==> config.mk <==
export PLATFORM = sky130hd
export DESIGN_NAME = inst_fetch_unit
export DESIGN_NICKNAME = d
export VERILOG_FILES = /design/src/rtl/inst_fetch_unit.sv
export SDC_FILE = /design/constraint.sdc
export NUM_CORES = 1
export LEC_CHECK = 0
export ABC_AREA = 1
export CAP_MARGIN = 20
export CORE_UTILIZATION = 56
export CTS_CLUSTER_DIAMETER = 150
export DETAILED_ROUTE_END_ITERATION = 6
export MAX_ROUTING_LAYER = met4
export PLACE_DENSITY = 0.84
export REMOVE_ABC_BUFFERS = 1
export SETUP_SLACK_MARGIN = 0.02
export SLEW_MARGIN = 20
export SYNTH_ARGS = -nofsm -noshare
export SYNTH_HDL_FRONTEND = slang
export SYNTH_SLANG_ARGS = --single-unit
export TNS_END_PERCENT = 10
==> constraint.sdc <==
create_clock -name clock -period 5 [get_ports clock]
set_clock_uncertainty 0.2 [all_clocks]
set_input_delay 1 -clock clock [delete_from_list [all_inputs] [get_ports clock]]
set_output_delay 1 -clock clock [all_outputs]
set_load 0.02 [all_outputs]
==> src/rtl/inst_fetch_unit.sv <==
// Instruction fetch unit: accepts fetch addresses from the PC, issues in-order
// reads to instruction memory, buffers returned words in a DEPTH-slot in-order
// queue and hands {addr, instruction} pairs to decode over valid/ready.
// A flush discards everything queued; reads still in flight at that point are
// counted and their responses dropped in the DRAIN state.
// Optional feature macro: ALIGN_CHECK_EN (misaligned fetches become fault
// entries with no memory read, reported on inst_fault).

// Response-protocol checker: memory must never return data with no read pending.
module inst_fetch_unit_chk (
    input logic clock,
    input logic reset,
    input logic mem_valid,
    input logic in_run,
    input logic issued_zero,
    input logic drop_zero
);
    // Flag a returning word that matches no outstanding read.
    always @(posedge clock) begin
        if (!reset) begin
            assert (!(mem_valid && ((in_run && issued_zero) || (!in_run && drop_zero))))
                else $error("inst_fetch_unit: mem_valid with no outstanding read");
        end
    end
endmodule

module inst_fetch_unit #(
    parameter int DEPTH  = 4,
    parameter int ADDR_W = 32,
    parameter int DATA_W = 32
) (
    input  logic              clock,
    input  logic              reset,
    input  logic              req_valid,
    input  logic [ADDR_W-1:0] req_addr,
    output logic              req_ready,
    input  logic              flush,
    output logic              mem_rd,
    output logic [ADDR_W-1:0] mem_addr,
    input  logic              mem_valid,
    input  logic [DATA_W-1:0] mem_data,
    output logic              inst_valid,
    output logic [ADDR_W-1:0] inst_addr,
    output logic [DATA_W-1:0] inst_data,
`ifdef ALIGN_CHECK_EN
    output logic              inst_fault,
`endif
    input  logic              inst_ready
);
    localparam int PW = $clog2(DEPTH);
    localparam int CW = PW + 1;

    typedef enum logic [0:0] {
        ST_RUN   = 1'b0,
        ST_DRAIN = 1'b1
    } state_t;

    state_t            state_q, state_d;
    logic [PW-1:0]     alloc_q, alloc_d;
    logic [PW-1:0]     rd_q, rd_d;
    logic [CW-1:0]     count_q, count_d;
    logic [CW-1:0]     issued_q, issued_d;   // reads issued, data not yet returned
    logic [CW-1:0]     drop_q, drop_d;       // responses still to discard after flush
    logic [DEPTH-1:0]  full_q;
    logic [ADDR_W-1:0] addr_q [DEPTH];
    logic [DATA_W-1:0] data_q [DEPTH];
`ifdef ALIGN_CHECK_EN
    logic [DEPTH-1:0]  fault_q;
`endif

    logic          misalign_s;
    logic          accept_s;
    logic          issue_s;
    logic          pop_s;
    logic          ret_s;        // response for a live slot
    logic          drain_ret_s;  // response to be discarded
    logic          fill_s;
    logic          fill_hit_s;
    logic [PW-1:0] fill_idx_s;
    logic [PW-1:0] scan_idx_s;
    logic          flush_run_s;

`ifdef ALIGN_CHECK_EN
    assign misalign_s = (req_addr[1:0] != 2'b00);
`else
    assign misalign_s = 1'b0;
`endif

    assign flush_run_s = (state_q == ST_RUN) && flush;
    assign req_ready   = !reset && (state_q == ST_RUN) && !flush && (count_q < CW'(DEPTH));
    assign accept_s    = req_valid && req_ready;
    assign issue_s     = accept_s && !misalign_s;
    assign mem_rd      = issue_s;
    assign mem_addr    = {req_addr[ADDR_W-1:2], 2'b00};

    assign inst_valid  = !reset && (state_q == ST_RUN) && (count_q != '0) && full_q[rd_q];
    assign inst_addr   = addr_q[rd_q];
    assign inst_data   = data_q[rd_q];
`ifdef ALIGN_CHECK_EN
    assign inst_fault  = inst_valid && fault_q[rd_q];
`endif
    assign pop_s       = inst_valid && inst_ready;

    assign ret_s       = (state_q == ST_RUN) && mem_valid && (issued_q != '0);
    assign drain_ret_s = (state_q == ST_DRAIN) && mem_valid && (drop_q != '0);
    assign fill_s      = ret_s && fill_hit_s && !flush;

    // Locate the oldest allocated slot still waiting for memory data; fault
    // entries are born full, so they are skipped and ordering is preserved.
    always_comb begin
        fill_hit_s = 1'b0;
        fill_idx_s = rd_q;
        scan_idx_s = rd_q;
        for (int i = 0; i < DEPTH; i++) begin
            scan_idx_s = rd_q + PW'(i);
            if (!fill_hit_s && (CW'(i) < count_q) && !full_q[scan_idx_s]) begin
                fill_hit_s = 1'b1;
                fill_idx_s = scan_idx_s;
            end else begin
                fill_hit_s = fill_hit_s;
            end
        end
    end

    // Next-state logic for pointers, occupancy, outstanding reads and RUN/DRAIN.
    always_comb begin
        state_d  = state_q;
        alloc_d  = alloc_q;
        rd_d     = rd_q;
        count_d  = count_q;
        issued_d = issued_q;
        drop_d   = drop_q;
        case (state_q)
            ST_RUN: begin
                if (flush) begin
                    alloc_d  = '0;
                    rd_d     = '0;
                    count_d  = '0;
                    issued_d = '0;
                    drop_d   = issued_q - {{PW{1'b0}}, ret_s};
                    state_d  = (drop_d != '0) ? ST_DRAIN : ST_RUN;
                end else begin
                    alloc_d  = accept_s ? (alloc_q + 1'b1) : alloc_q;
                    rd_d     = pop_s ? (rd_q + 1'b1) : rd_q;
                    count_d  = count_q + {{PW{1'b0}}, accept_s} - {{PW{1'b0}}, pop_s};
                    issued_d = issued_q + {{PW{1'b0}}, issue_s} - {{PW{1'b0}}, ret_s};
                end
            end
            ST_DRAIN: begin
                if (drain_ret_s) begin
                    drop_d  = drop_q - 1'b1;
                    state_d = (drop_q == CW'(1)) ? ST_RUN : ST_DRAIN;
                end else begin
                    state_d = ST_DRAIN;
                end
            end
            default: begin
                state_d = ST_RUN;
            end
        endcase
    end

    // Control state registers.
    always_ff @(posedge clock) begin
        if (reset) begin
            state_q  <= ST_RUN;
            alloc_q  <= '0;
            rd_q     <= '0;
            count_q  <= '0;
            issued_q <= '0;
            drop_q   <= '0;
        end else begin
            state_q  <= state_d;
            alloc_q  <= alloc_d;
            rd_q     <= rd_d;
            count_q  <= count_d;
            issued_q <= issued_d;
            drop_q   <= drop_d;
        end
    end

    // Slot storage: address on accept, data on fill, full bit cleared on pop.
    always_ff @(posedge clock) begin
        if (reset) begin
            full_q <= '0;
`ifdef ALIGN_CHECK_EN
            fault_q <= '0;
`endif
            for (int i = 0; i < DEPTH; i++) begin
                addr_q[i] <= '0;
                data_q[i] <= '0;
            end
        end else if (flush_run_s) begin
            full_q <= '0;
`ifdef ALIGN_CHECK_EN
            fault_q <= '0;
`endif
        end else begin
            if (accept_s) begin
                addr_q[alloc_q] <= req_addr;
                full_q[alloc_q] <= misalign_s;
`ifdef ALIGN_CHECK_EN
                fault_q[alloc_q] <= misalign_s;
                if (misalign_s) begin
                    data_q[alloc_q] <= '0;
                end
`endif
            end
            if (fill_s) begin
                data_q[fill_idx_s] <= mem_data;
                full_q[fill_idx_s] <= 1'b1;
            end
            if (pop_s) begin
                full_q[rd_q] <= 1'b0;
            end
        end
    end

    inst_fetch_unit_chk u_chk (
        .clock       (clock),
        .reset       (reset),
        .mem_valid   (mem_valid),
        .in_run      (state_q == ST_RUN),
        .issued_zero (issued_q == '0),
        .drop_zero   (drop_q == '0)
    );
endmodule

==> flow_summary.toml <==
[run_status]
outcome = "finished, final reports clean"

[layout]
finish.utilization = 0.685
layout-drive-gt1-share = 0.138
final_common_cell = "nor2_1"
nNetsFinal = 1434
area_growth_pct = 19.3
final_cell_mix = "nor2_1, edfxtp_1, clkdlybuf4s50_1"
fillers = 1607

[floorplanning]
die_y_um = 155
die_area_um2 = 23900
core_um2 = 22700
initial_core_util = 0.574
pin_count = 169
chipWidth_um = 155
rows = 55

[sta]
hold_slack_ps = 268
hold_violations = 0
fin_tns_setup_ps = 0
fin_ws_ps = 609
rsz0062_at_grt = "false"
fin_crit_ps = 4390
finalMaxSlewViolations = 0
slew_headroom = 0.386
timing.fmax_mhz = 228
finalSetupViolCount = 0
period_share = 0.878
tightestPinTransition_ps = 921

[power_and_ir_drop]
powerDensity_nw_per_um2 = 335
p_int_mw = 4.08
swShare = 0.217
p_sw_mw = 1.13
p_seq_frac = 0.512
p_clk_frac = 0.403
p_leak_nw = 6.23
power_frac_comb = 0.085
p_total_mw = 5.21
ir_worst_vdd_mv = 0.207

[cts]
postCtsHoldBufs = 0
cts-resized-gates = 0
clockBufferDepth = 3
cts-root-buf = "clkbuf_16"
postCtsSetupRepairBufs = 0
cts_sinks = 276
htreeDepth = 1
cts_tree = "done"
clock_latency_ps = 530
cts.clk_slew.worst_paths_ps = 60
numCtsBuffers = 27

[logic_synthesis]
syn-instance-count = 1226
ys_warn_count = 0
yosysUniqueCellTypes = 39
ys_top_cells_by_area = "edfxtp_1, nor2_1, o21ai_0"
yosysTopAreaCell = "edfxtp_1"
synth.top_cell.area_share = 0.590
ys_ff_latch = 276
postSynthAreaPerCell_um2 = 10.6
netlist_area_um2 = 13000
synth-seq-area-share = 0.620

[global_route]
grt_pass1_wl_um = 47000
grt_pass1_vias = 9429
gr-total-overflow = 0
antenna_found_initial = 1
grt_max_degree = 87
grt_usage = 0.260

[route]
drcViolationCount = 0
wl_um = 30000
drt-initial-drc-count = 737
detail_route.wl_per_cell_um = 18.2
via_per_inst = 5.59
vias = 9221
drtPass1Iterations = 5
ant_nets = 0

[place]
globalplace.congestion = 0.818
numPortBuffers = 166
dp_hpwl_um = 17800
place_ws_ps = 845

[worst_setup_path]
r2r_start = "rd_q[0]"
crit_type = "reg2out"
critPathArrivalTime_ps = 3190
cp-end-kind = "output pin"
crit_fanout = 86
path_cells = "buf_4, o21ai_0, o22ai_1, clkdlybuf4s50_1"
crit_slowest_cell = "buf_4"
critical_path_required_ps = 3800
max_stage_delay_ps = 760
start_kind = "flip-flop"

[min_path]
worstHoldStart = "drop_q[2]"
hold_class = "reg2reg"

[run]
drv_cap = 0
[critical path, delay by kind of cell, from the launching register on]
family	cells	cell delay, ps
AOI/OAI and AO/OA	2	530
buffers and inverters	2	1440
DFF	1	640
[final timing paths]
path / endpoint / slack (ps) / cells after the start
setup / recovery: inst_addr[16] / 610 / 4
hold / removal: drop_q[2] / 270 / 2
setup reg to reg: data_q[1][24] / 1750 / 14
hold reg to reg: drop_q[2] / 270 / 2
[cells by family after synthesis]
kind of cell	count (synthesis)	share of synthesized area
adders and majority gates	21	0.0213
other	1	0.000288
and+or+nand+nor	495	0.183
DFF	276	0.620
buffers and inverters	208	0.0779
AOI/OAI and AO/OA	222	0.0952
xor gates and xnor gates	3	0.00202
[power groups by stage]
stage / Combinational, mW / Clock (mW) / Sequential [mW]
floorplan: 0.195 / 0 / 2.71
CTS: 0.441 / 2.11 / 2.67
finish: 0.441 / 2.10 / 2.67
global placement: 0.430 / 0 / 2.71
detailed placement: 0.438 / 0 / 2.71
global route: 0.470 / 2.21 / 2.68
[cells in the mapped netlist]
master and instances:
nand3_1 17, clkbuf_1 47, buf_4 32, a21oi_2 1, buf_8 1, nand3_2 4
ha_1 19, o22ai_1 64, buf_1 1, nor2_8 1, inv_6 1, o21ai_0 132
a21oi_1 11, buf_12 2, conb_1 1, nor2_2 44, nand2_1 56, xnor2_1 3
nor2_1 305, o31ai_1 2, edfxtp_1 256, a32o_1 4, nor2_4 22, clkinv_1 1
fa_1 2, inv_1 101, a311oi_1 1, nand2_2 29, buf_6 7, buf_2 11
nand2_4 15, nand4_1 1, inv_2 4, o32ai_1 1, o21a_1 1, dfxtp_1 20
a211oi_1 4, nor3_1 1, a31oi_1 1
[layer usage]
metal | vias to the layer above | routed length, µm | track usage
met5 | - | 0 | -
met4 | 0 | 753 | 0.0915
met3 | 60 | 2020 | 0.0350
met2 | 351 | 15700 | 0.462
met1 | 4473 | 11500 | 0.304
li1 | 4337 | - | -
[state kept, by name (all words and copies together), names as in the netlist, named ones only]
register and count:
state_q 1, count_q 3, data_q 128, addr_q 128
drop_q 3, issued_q 3, full_q 4, rd_q 2
alloc_q 2
[stage by stage]
step                      cell area [µm²]  cells
after floorplan                     12400   1126
after CTS                           15600   1648
final                               15600   1649
after global placement              14600   1599
after global routing                15600   1649
after detailed placement            14600   1599
[layout make-up]
class	instances	area, µm²	area share
Sequential cell	276	8090	0.520
Antenna cell	1	2.50	0.000161
Clock inverter	11	151	0.00973
Clock buffer	38	767	0.0493
Inverter	107	409	0.0263
Timing Repair Buffer	188	1830	0.117
Multi-Input combinational cell	743	3950	0.254
Tap cell	285	357	0.0229
(Power assumes the default switching activity.)
